<file path="src/rtl/mips_pkg.sv">
// Shared types and widths for the register-file write arbiter.
// Holds the LLU queue entry layout and the drain FSM states.
package mips_pkg;

    localparam int DATA_W     = 32;
    localparam int REG_ADDR_W = 5;
    localparam int NUM_REGS   = 32;

    typedef enum logic {
        NORMAL = 1'b0,
        DRAIN  = 1'b1
    } arb_state_t;

    typedef struct packed {
        logic [REG_ADDR_W-1:0] rd;
        logic [DATA_W-1:0]     data;
    } llu_wr_t;

    function automatic logic [NUM_REGS-1:0] reg_onehot(
        input logic [REG_ADDR_W-1:0] r
    );
        reg_onehot    = '0;
        reg_onehot[r] = 1'b1;
    endfunction

endpackage

</file>
<file path="src/rtl/wb_write_arbiter_if.sv">
// Write-port bundle: WB request, LLU handshake, register-file side.
// The arbiter takes the slave view; its environment takes the master view.
interface wb_write_arbiter_if;
    import mips_pkg::*;

    logic [DATA_W-1:0]     i_wb_write_data;
    logic [REG_ADDR_W-1:0] i_wb_write_register;
    logic                  i_wb_reg_write;
    logic                  i_llu_valid;
    logic                  o_llu_ready;
    logic [DATA_W-1:0]     i_llu_data;
    logic [REG_ADDR_W-1:0] i_llu_register;
    logic [DATA_W-1:0]     o_rf_write_data;
    logic [REG_ADDR_W-1:0] o_rf_write_register;
    logic                  o_rf_reg_write;
    logic [NUM_REGS-1:0]   o_busy_regs;
    logic                  o_stall_req;
    logic                  o_order_err;

    modport slave (
        input  i_wb_write_data, i_wb_write_register, i_wb_reg_write,
        input  i_llu_valid, i_llu_data, i_llu_register,
        output o_llu_ready,
        output o_rf_write_data, o_rf_write_register, o_rf_reg_write,
        output o_busy_regs, o_stall_req, o_order_err
    );

    modport master (
        output i_wb_write_data, i_wb_write_register, i_wb_reg_write,
        output i_llu_valid, i_llu_data, i_llu_register,
        input  o_llu_ready,
        input  o_rf_write_data, o_rf_write_register, o_rf_reg_write,
        input  o_busy_regs, o_stall_req, o_order_err
    );

endinterface

</file>
<file path="src/rtl/wb_sync_fifo.sv">
// Small synchronous FIFO with per-slot valid bits and a tag view
// of every slot (top TAG_W bits) for decoding what is in flight.
module wb_sync_fifo #(
    parameter int WIDTH = 37,
    parameter int DEPTH = 2,
    parameter int TAG_W = 5
) (
    input  logic                        clk,
    input  logic                        reset,
    input  logic                        push,
    input  logic                        pop,
    input  logic [WIDTH-1:0]            wdata,
    output logic [WIDTH-1:0]            rdata,
    output logic                        full,
    output logic                        empty,
    output logic [DEPTH-1:0]            ent_valid,
    output logic [DEPTH-1:0][TAG_W-1:0] ent_tag
);

    localparam int AW = $clog2(DEPTH);

    logic [DEPTH-1:0][WIDTH-1:0] mem;
    logic [DEPTH-1:0]            vld;
    logic [AW-1:0]               wr_ptr;
    logic [AW-1:0]               rd_ptr;
    logic                        do_push;
    logic                        do_pop;

    assign full    = &vld;
    assign empty   = ~|vld;
    assign do_push = push && !full;
    assign do_pop  = pop && !empty;

    // Push and pop never hit the same slot: that needs full or empty.
    always_ff @(posedge clk or negedge reset) begin
        if (!reset) begin
            vld    <= '0;
            wr_ptr <= '0;
            rd_ptr <= '0;
        end else begin
            if (do_push) begin
                vld[wr_ptr] <= 1'b1;
                wr_ptr      <= wr_ptr + 1'b1;
            end
            if (do_pop) begin
                vld[rd_ptr] <= 1'b0;
                rd_ptr      <= rd_ptr + 1'b1;
            end
        end
    end

    always_ff @(posedge clk) begin
        if (do_push) mem[wr_ptr] <= wdata;
    end

    assign rdata     = mem[rd_ptr];
    assign ent_valid = vld;

    always_comb begin
        for (int i = 0; i < DEPTH; i++)
            ent_tag[i] = mem[i][WIDTH-1 -: TAG_W];
    end

endmodule

</file>
<file path="src/rtl/wb_write_arbiter.sv">
// Register-file write port arbiter: WB passes through, LLU results
// queue and drain into idle WB cycles, with a starvation drain mode.
module wb_write_arbiter
    import mips_pkg::*;
#(
    parameter int FIFO_DEPTH   = 2,
    parameter int STARVE_LIMIT = 8
) (
    input  logic               clk,
    input  logic               reset,
    wb_write_arbiter_if.slave  bus
);

    localparam int CW  = $clog2(STARVE_LIMIT + 1);
    localparam int EW  = $bits(llu_wr_t);
    localparam logic [CW-1:0] LIMIT = CW'(STARVE_LIMIT);

    logic                                 wb_eff;
    logic                                 push;
    logic                                 pop;
    logic                                 full;
    logic                                 empty;
    llu_wr_t                              in_ent;
    llu_wr_t                              head;
    logic [FIFO_DEPTH-1:0]                ent_vld;
    logic [FIFO_DEPTH-1:0][REG_ADDR_W-1:0] ent_rd;
    logic [NUM_REGS-1:0]                  busy;
    logic [CW-1:0]                        cnt;
    arb_state_t                           state;
    logic                                 err;

    // Writes to r0 are idle cycles; reset also blanks the port.
    assign wb_eff = reset && bus.i_wb_reg_write &&
                    (bus.i_wb_write_register != '0);

    assign bus.o_llu_ready = reset && !full;
    assign push = bus.i_llu_valid && bus.o_llu_ready &&
                  (bus.i_llu_register != '0);
    assign pop  = !wb_eff && !empty;

    assign in_ent = {bus.i_llu_register, bus.i_llu_data};

    wb_sync_fifo #(
        .WIDTH (EW),
        .DEPTH (FIFO_DEPTH),
        .TAG_W (REG_ADDR_W)
    ) u_fifo (
        .clk       (clk),
        .reset     (reset),
        .push      (push),
        .pop       (pop),
        .wdata     (in_ent),
        .rdata     (head),
        .full      (full),
        .empty     (empty),
        .ent_valid (ent_vld),
        .ent_tag   (ent_rd)
    );

    always_comb begin
        bus.o_rf_reg_write      = 1'b0;
        bus.o_rf_write_register = '0;
        bus.o_rf_write_data     = '0;
        unique case (1'b1)
            wb_eff: begin
                bus.o_rf_reg_write      = 1'b1;
                bus.o_rf_write_register = bus.i_wb_write_register;
                bus.o_rf_write_data     = bus.i_wb_write_data;
            end
            pop: begin
                bus.o_rf_reg_write      = 1'b1;
                bus.o_rf_write_register = head.rd;
                bus.o_rf_write_data     = head.data;
            end
            default: ;
        endcase
    end

    always_comb begin
        busy = '0;
        for (int i = 0; i < FIFO_DEPTH; i++)
            if (ent_vld[i]) busy = busy | reg_onehot(ent_rd[i]);
        busy[0] = 1'b0;
    end

    assign bus.o_busy_regs = busy;
    assign bus.o_stall_req = (state == DRAIN);
    assign bus.o_order_err = err;

    always_ff @(posedge clk or negedge reset) begin
        if (!reset) begin
            err   <= 1'b0;
            cnt   <= '0;
            state <= NORMAL;
        end else begin
            if (wb_eff && busy[bus.i_wb_write_register])
                err <= 1'b1;
            if (pop || empty)
                cnt <= '0;
            else if (wb_eff && cnt != LIMIT)
                cnt <= cnt + 1'b1;
            unique case (state)
                NORMAL:  if (cnt == LIMIT) state <= DRAIN;
                DRAIN:   if (empty) state <= NORMAL;
                default: state <= NORMAL;
            endcase
        end
    end

endmodule

</file>
<file path="src/flat_wrapper.sv">
// flat-port wrapper written by rule: the top's interface ports become plain ports
module wb_write_arbiter_flat import mips_pkg::*;
#(
    parameter int FIFO_DEPTH   = 2,
    parameter int STARVE_LIMIT = 8
)
  (clk, reset, bus_i_wb_write_data, bus_i_wb_write_register, bus_i_wb_reg_write, bus_i_llu_valid, bus_i_llu_data, bus_i_llu_register, bus_o_llu_ready, bus_o_rf_write_data, bus_o_rf_write_register, bus_o_rf_reg_write, bus_o_busy_regs, bus_o_stall_req, bus_o_order_err);
  wb_write_arbiter_if bus_i ();
  input  logic clk;
  input  logic reset;
  input wire logic [$bits(bus_i.i_wb_write_data)-1:0] bus_i_wb_write_data;
  input wire logic [$bits(bus_i.i_wb_write_register)-1:0] bus_i_wb_write_register;
  input wire logic [$bits(bus_i.i_wb_reg_write)-1:0] bus_i_wb_reg_write;
  input wire logic [$bits(bus_i.i_llu_valid)-1:0] bus_i_llu_valid;
  input wire logic [$bits(bus_i.i_llu_data)-1:0] bus_i_llu_data;
  input wire logic [$bits(bus_i.i_llu_register)-1:0] bus_i_llu_register;
  output wire logic [$bits(bus_i.o_llu_ready)-1:0] bus_o_llu_ready;
  output wire logic [$bits(bus_i.o_rf_write_data)-1:0] bus_o_rf_write_data;
  output wire logic [$bits(bus_i.o_rf_write_register)-1:0] bus_o_rf_write_register;
  output wire logic [$bits(bus_i.o_rf_reg_write)-1:0] bus_o_rf_reg_write;
  output wire logic [$bits(bus_i.o_busy_regs)-1:0] bus_o_busy_regs;
  output wire logic [$bits(bus_i.o_stall_req)-1:0] bus_o_stall_req;
  output wire logic [$bits(bus_i.o_order_err)-1:0] bus_o_order_err;
  assign bus_i.i_wb_write_data = bus_i_wb_write_data;
  assign bus_i.i_wb_write_register = bus_i_wb_write_register;
  assign bus_i.i_wb_reg_write = bus_i_wb_reg_write;
  assign bus_i.i_llu_valid = bus_i_llu_valid;
  assign bus_i.i_llu_data = bus_i_llu_data;
  assign bus_i.i_llu_register = bus_i_llu_register;
  assign bus_o_llu_ready = bus_i.o_llu_ready;
  assign bus_o_rf_write_data = bus_i.o_rf_write_data;
  assign bus_o_rf_write_register = bus_i.o_rf_write_register;
  assign bus_o_rf_reg_write = bus_i.o_rf_reg_write;
  assign bus_o_busy_regs = bus_i.o_busy_regs;
  assign bus_o_stall_req = bus_i.o_stall_req;
  assign bus_o_order_err = bus_i.o_order_err;
  wb_write_arbiter #(.FIFO_DEPTH(FIFO_DEPTH), .STARVE_LIMIT(STARVE_LIMIT)) u_core (.clk(clk), .reset(reset), .bus(bus_i));
endmodule
</file>
<file path="config.mk">
export PLATFORM = sky130hd
export DESIGN_NAME = wb_write_arbiter_flat
export DESIGN_NICKNAME = d
export VERILOG_FILES = /design/src/rtl/mips_pkg.sv /design/src/rtl/wb_write_arbiter_if.sv /design/src/rtl/wb_sync_fifo.sv /design/src/rtl/wb_write_arbiter.sv /design/src/flat_wrapper.sv
export SDC_FILE = /design/constraint.sdc
export NUM_CORES = 1
export LEC_CHECK = 0
export ABC_AREA = 1
export CAP_MARGIN = 20
export CORE_MARGIN = 3
export CORE_UTILIZATION = 46
export DETAILED_ROUTE_END_ITERATION = 8
export GPL_TIMING_DRIVEN = 0
export PLACE_DENSITY = 0.89
export SYNTH_ARGS = -nofsm -noshare
export SYNTH_HDL_FRONTEND = slang
export SYNTH_HIERARCHICAL = 1
export SYNTH_SLANG_ARGS = --single-unit
</file>
<file path="constraint.sdc">
create_clock -name clk -period 2.7 [get_ports clk]
set_input_delay 0.675 -clock clk [delete_from_list [all_inputs] [get_ports clk]]
set_output_delay 0.675 -clock clk [all_outputs]
set_load 0.01 [all_outputs]
</file>
==> results of run 1 <==
## report_power, final
group / leakage, uW / switching, uW / internal [uW]
Combinational: 0.00253 / 1450 / 1130
Sequential: 0.000800 / 90.9 / 1610
Clock: 0.0000926 / 546 / 360
## registers in the layout, summed over array words and instances, names as in the netlist
name,flops
u_core/u_fifo/mem,64
u_core/u_fifo/ent_valid,2
u_core/cnt,4
u_core/u_fifo/ent_tag,10
u_core/bus.o_order_err,1
u_core/u_fifo/rd_ptr,1
u_core/u_fifo/wr_ptr,1
u_core/bus.o_stall_req,1
## layer usage
layer	wire (microns)	vias to the layer above	part of all wire, %
li1	-	2147	-
met1	6290	2270	37
met2	8490	335	49
met3	1810	57	11
met4	620	0	3.6
met5	0	-	0
## cells in the mapped netlist
cell type,instances
a21boi_0,1
a21oi_1,3
a22o_1,33
buf_1,1
buf_2,8
buf_4,15
buf_6,4
clkbuf_1,2
clkinv_1,1
conb_1,1
dfrtp_1,10
edfxtp_1,74
ha_1,2
inv_1,33
inv_2,4
nand2_1,263
nand3_1,36
nand4_1,2
nor2_1,21
nor2_2,6
nor3_1,2
nor3_2,2
nor3b_1,1
o21ai_0,6
o21ai_1,4
o311ai_0,1
or3_1,1
xnor2_1,1
xor2_1,1
## final cells by class
class	count	area, sq um
Clock buffer	9	124
Multi-Input combinational cell	387	1860
Inverter	38	153
Tap cell	129	161
Fill cell	667	2650
Timing Repair Buffer	177	1710
Clock inverter	7	71.3
Sequential cell	84	2470
Buffer	30	259
## metrics by stage
stage                     worst slack (ps)  hold slack, ps  utilization [%]
final                                -69.8            98.6             72.0
after floorplan                        274             379                -
after detailed placement             -1430             472             65.7
after global placement               -1360             457             65.7
after CTS                            -89.9             136             69.4
after global routing                  -160            92.7             72.0
## kinds of logic (layout without fill, tap and decap cells)
kind of cell | Yosys count | count (layout) | synth area share (%)
fa+ha+maj | 2 | 2 | 0.546
buf+inv | 68 | 261 | 7.68
flops | 84 | 84 | 54.0
xor+xnor | 2 | 2 | 0.382
simple gates | 334 | 334 | 29.3
other cells | 1 | 1 | 0.0819
compound gates | 48 | 48 | 8.09
## what timing repair did
action / 4_1_cts / 5_1_grt
cloned: 3 / 0
endpoints found under the setup margin: 138 / 66
hold buffers: 0 / 0
pin swaps: 8 / 10
buffers inserted: 15 / 12
resized for setup: 199 / 51
## how the worst max path moves through the flow
stage / slack, ps / to / cells past startpoint
6_report: -70 / bus_o_busy_regs[4] / 7
4_1_cts: -90 / bus_o_busy_regs[18] / 7
2_1_floorplan: 270 / bus_o_rf_write_data[10] / 9
5_1_grt: -160 / bus_o_busy_regs[4] / 7
3_3_place_gp: -1360 / bus_o_rf_write_data[27] / 8
3_5_place_dp: -1430 / bus_o_rf_write_data[13] / 8
==> reports/qor.csv, run 1 <==
metric,value,unit
Final ANT Viol Nets,0,
post-detail-place hpwl,11100,microns
"flops & latches, synth",84,
layout cells sized above 1,20.4,%
Placed Instances,815,
initial antenna violation count,0,
Setup-failing EPs final,10,
Worst-path clk slew,110,ps
met3 usage,7.47,%
overall power,5190,uW
Avg Synthesized Cell Area,8.50,sq um
hold crit path type,in -> async,
sequential share of the synthesized area,54.0,%
failing checks,negative setup slack,
Fin Clk Skew,22.3,ps
cells after synthesis,539,
worst r2r path cells,7,
synth-to-layout area growth,48.7,%
top post-synthesis cells by area,"edfxtp_1 49%, nand2_1 22%, a22o_1 6.3%, dfrtp_1 5.5%, nand3_1 3.9%",
DRT iter0 DRCs,432,
final worst setup slack,-69.8,ps
WS Path Type,reg -> out,
FP Rows,35,
drt via density,5.59,
MaxCap Viol Count,0,
most frequent cells in the layout,"261 x nand2_1, 83 x clkdlybuf4s50_1, 74 x edfxtp_1",
peak supply drop,0.692,mV
grt total ovfl,0,
Pleak,0.00342,uW
RSZ-0062 raised after global routing,yes,
worst endpoint required time,2030,ps
Sum Neg Setup Slack,-366,ps
status,"finished, violations left",
H-Tree Level Count,3,
RR Startpoint,u_core/u_fifo/ent_valid[1],
Post-DP Area,6210,sq um
Synth area leader,edfxtp_1,
Worst R2R Setup Slack,130,ps
Worst path max stage delay,550,ps
Clock Latency Late Sink,360,ps
final RePlAce weighted congestion,0.874,
Crit path buffers/inverters,3,
die height,106,microns
routed via count,4809,
clk sink count,84,
Finished Layout Cells,861,
synth unique cells,29,
CP max-delay cell,clkdlybuf4s50_1,
first-pass GRT wire length,25400,microns
PortBufs,147,
largest net degree at the start of global routing,39,
"most used cell, CP",nand2_1,
crit path launch,u_core/u_fifo/ent_tag[0],
CP Launch Type,flop,
final instance area,6810,sq um
# diodes,0,
GR peak layer,met2,
period utilization,103,%
kind of cell adding the most delay to the critical path,buffers and inverters,
Initial Utilization,48.4,%
met2 GRT Util,50.7,%
root buffer cell,clkbuf_8,
routing usage on met1,35.0,%
# IOs,151,
crit path time final,2770,ps
Pwr Density,762,nW/um^2
DIE AREA,11200,sq um
fmax,0.361,GHz
wire per inst,20.0,microns
"Max FO, Critical Path",6,
most common library cell in the layout ignoring fill and taps,nand2_1,
DRC,0,
area share of the largest cell type after synthesis,48.5,%
Ys Warns,6,
vias in the first global route,4717,
Slew Limit Fails,0,
FF-to-FF End,u_core/u_fifo/ent_tag[7],
Core Area,9460,sq um
Clock Path Buffers,2,
endpoints failing hold,0,
CP arrival,2090,ps
syn_nets,619,
Pre-antenna DRT Iters,5,
Die Wd,106,microns
CTS tree,built,
Rel. slew slack,40.2,%
drt total wl,17200,microns
mapped cell area,4580,sq um
CP Capture Type,output port,
Layout Nets,807,
CTS buffer count,9,
Slew @ Worst Pin,897,ps
gr usage total,29.2,%
CP cell instances,buf_4 > inv_1 > nand2_1 > nor2_4 > nand2_1 > nand2_1 > clkdlybuf4s50_1,
Note: power is estimated with default switching activity, not from simulation.
==> run 2: changes to the inputs <==
--- a/config.mk
+++ b/config.mk
@@ -9,6 +9,7 @@
 export CAP_MARGIN = 20
 export CORE_MARGIN = 3
 export CORE_UTILIZATION = 46
+export CTS_CLUSTER_SIZE = 14
 export DETAILED_ROUTE_END_ITERATION = 8
 export GPL_TIMING_DRIVEN = 0
 export PLACE_DENSITY = 0.89
==> results of run 2 <==
No change in the layout: final DEF, timing and power equal those of run 1.
==> run 3: changes to the inputs <==
--- a/config.mk
+++ b/config.mk
@@ -6,7 +6,7 @@
 export NUM_CORES = 1
 export LEC_CHECK = 0
 export ABC_AREA = 1
-export CAP_MARGIN = 20
+export CAP_MARGIN = 15
 export CORE_MARGIN = 3
 export CORE_UTILIZATION = 46
 export CTS_CLUSTER_SIZE = 14
==> results of run 3 <==
No change in the layout: final DEF, timing and power equal those of run 1.
==> RTL change: new RTL, flow settings as in run 3 <==
Change the package constant `REG_ADDR_W` from 5 to 4.
--- a/src/rtl/mips_pkg.sv
+++ b/src/rtl/mips_pkg.sv
@@ -4,5 +4,5 @@
 
     localparam int DATA_W     = 32;
-    localparam int REG_ADDR_W = 5;
+    localparam int REG_ADDR_W = 4;
     localparam int NUM_REGS   = 32;
 
Ports: changed (resized bus_i_llu_register, bus_i_wb_write_register and bus_o_rf_write_register); port bits go from 151 to 148. The function was not compared with the original's and may differ.
==> RTL change against run 3 <==
- total power decreased by 10%
- sequential cell count decreased by 2
- die area decreased by 6.6%
- non-clock buffer count decreased by 25
- clock power increased by 7.2%
- sequential power decreased by 4%
- critical path depth increased by 3
- area after synthesis decreased by 7.0%
- via count decreased by 21%
- worst setup slack improved by 0.11 ns
- register-to-register slack improved by 0.43 ns
- critical endpoint is now bus_o_rf_write_data[0]
- wire length decreased by 28%
- design area decreased by 13%
==> RTL change: results (changes against run 3) <==
outcome=completed; top cells by count, synth=173 x nand2_1, 72 x edfxtp_1, 39 x nand3_1, 32 x a22o_1, 30 x buf_4; reg2reg path depth=7 (unchanged); top cells by area, synth=edfxtp_1 51%, nand2_1 15%, a22o_1 6.6%, dfrtp_1 5.9%, buf_4 5.3%; max reg flops=64 (unchanged); Worst Setup EP=bus_o_rf_write_data[0]; layout cells sized above 1=21.4% (+1.1 points); initial antenna violation count=0 (unchanged); leakage=2.73 nW (-20%); Worst Setup SP=bus_i_wb_write_register[3]; CTS Buf Count=9 (unchanged); Hold WC Path Type=input pin to async pin; hold_ws=0.203 ns (+0.104 ns); Wirelength per Cell=17.1 um (-15%); main flop type after synthesis=edfxtp_1; nets@finish=690 (-14%); Synth async-reset ratio=12.2% (+0.29 points); initial detailed-routing violation count=258 (-40%); 1st-pass router iterations=5 (unchanged); VDD IR-drop max=607 uV (-12%); number of synthesized flops with an enable pin=72 (-2.7%); routed via count=3,809 (-21%); family with the most delay on the worst path=buffers and inverters; placed cells=697 (-14%); crit-path max FO=10 (+4); H-tree depth=3 (unchanged); Worst path max stage delay=0.25 ns (-0.30 ns); dpl hpwl=8.68 mm (-22%); global-route wire length before repair=18.9 mm (-25%); clk slew on worst S/H paths=0.08 ns (-0.03 ns); relative slew slack=43.4% (+3.2 points); # fillers=665 (-0.30%); Worst R2R Setup Slack=0.56 ns (+0.43 ns); # resized after CTS=151 (-24%); Distinct cells, synth=27 (-6.9%); GRT Total Usage=23.7% (-5.5 points); clk_lat worst skew=about 0.35 ns; global placer's final weighted congestion=0.955 (+9.3%); setup repair bufs after CTS=10 (-5); Yosys warning count=6 (unchanged); CTS root buffer=clkbuf_8; port bufs=129 (-12%); register area share after synthesis=56.6% (+2.6 points); syn_area_per_cell=9.60 um^2 (+13%); antenna diode count=0 (unchanged); clk_skew=0.0128 ns (-0.00950 ns); Routed WL=12.4 mm (-28%); slowest stage cell, crit path=dlygate4sd2_1; largest net degree at the start of global routing=38 (-2.6%)
RTL change: cells by family (layout without fill, tap and decap cells):
family,after synthesis,in the layout,synth area share (%)
and+or+nand+nor,241,241,24.0
DFF,82,82,56.6
buffers and inverters,75,231,10.8
AOI/OAI and AO/OA,42,42,7.75
adders and majority gates,2,2,0.587
other,1,17,0.0880
xor gates and xnor gates,1,1,0.206
RTL change: layout make-up:
cell class	count	area share, %
Clock buffer	9	2.08
Buffer	41	6.01
Inverter	34	2.35
Tap cell	108	2.27
Clock inverter	6	1.53
Sequential cell	82	40.5
Multi-Input combinational cell	303	24.9
Timing Repair Buffer	141	20.3
RTL change: stage by stage:
| step | power (W) | TNS [ns] | utilization [%] | instance area, um^2 | setup slack, ns |
|---|---|---|---|---|---|
| finish | 0.00467 | 0 | 67.3 | 5950 | 0.0446 |
| floorplan | 0.00286 | 0 | - | 4320 | 0.334 |
| detailed placement | 0.00379 | -67.81 | 64.9 | 5750 | -0.942 |
| global route | 0.00491 | -0.00876 | 67.3 | 5950 | -0.00634 |
| CTS | 0.00465 | -0.00549 | 67.4 | 5970 | -0.00209 |
| global placement | 0.00374 | -98.07 | 64.9 | 5750 | -0.941 |
RTL change: routing by layer:
metal / vias to the layer above / track usage [%] / wire, um
met5: - / 0 / 0
met4: 0 / 8.27 / 397
met3: 37 / 6.14 / 1170
met2: 224 / 41.8 / 6200
met1: 1761 / 28.0 / 4590
li1: 1787 / - / -
RTL change: where the power goes:
part | internal [W] | switching, W | total, W | leakage [nW]
logic | 0.000863 | 0.00120 | 0.00206 | 1.84
clock network | 0.000521 | 0.000450 | 0.000971 | 0.110
registers | 0.00157 | 0.0000685 | 0.00164 | 0.783
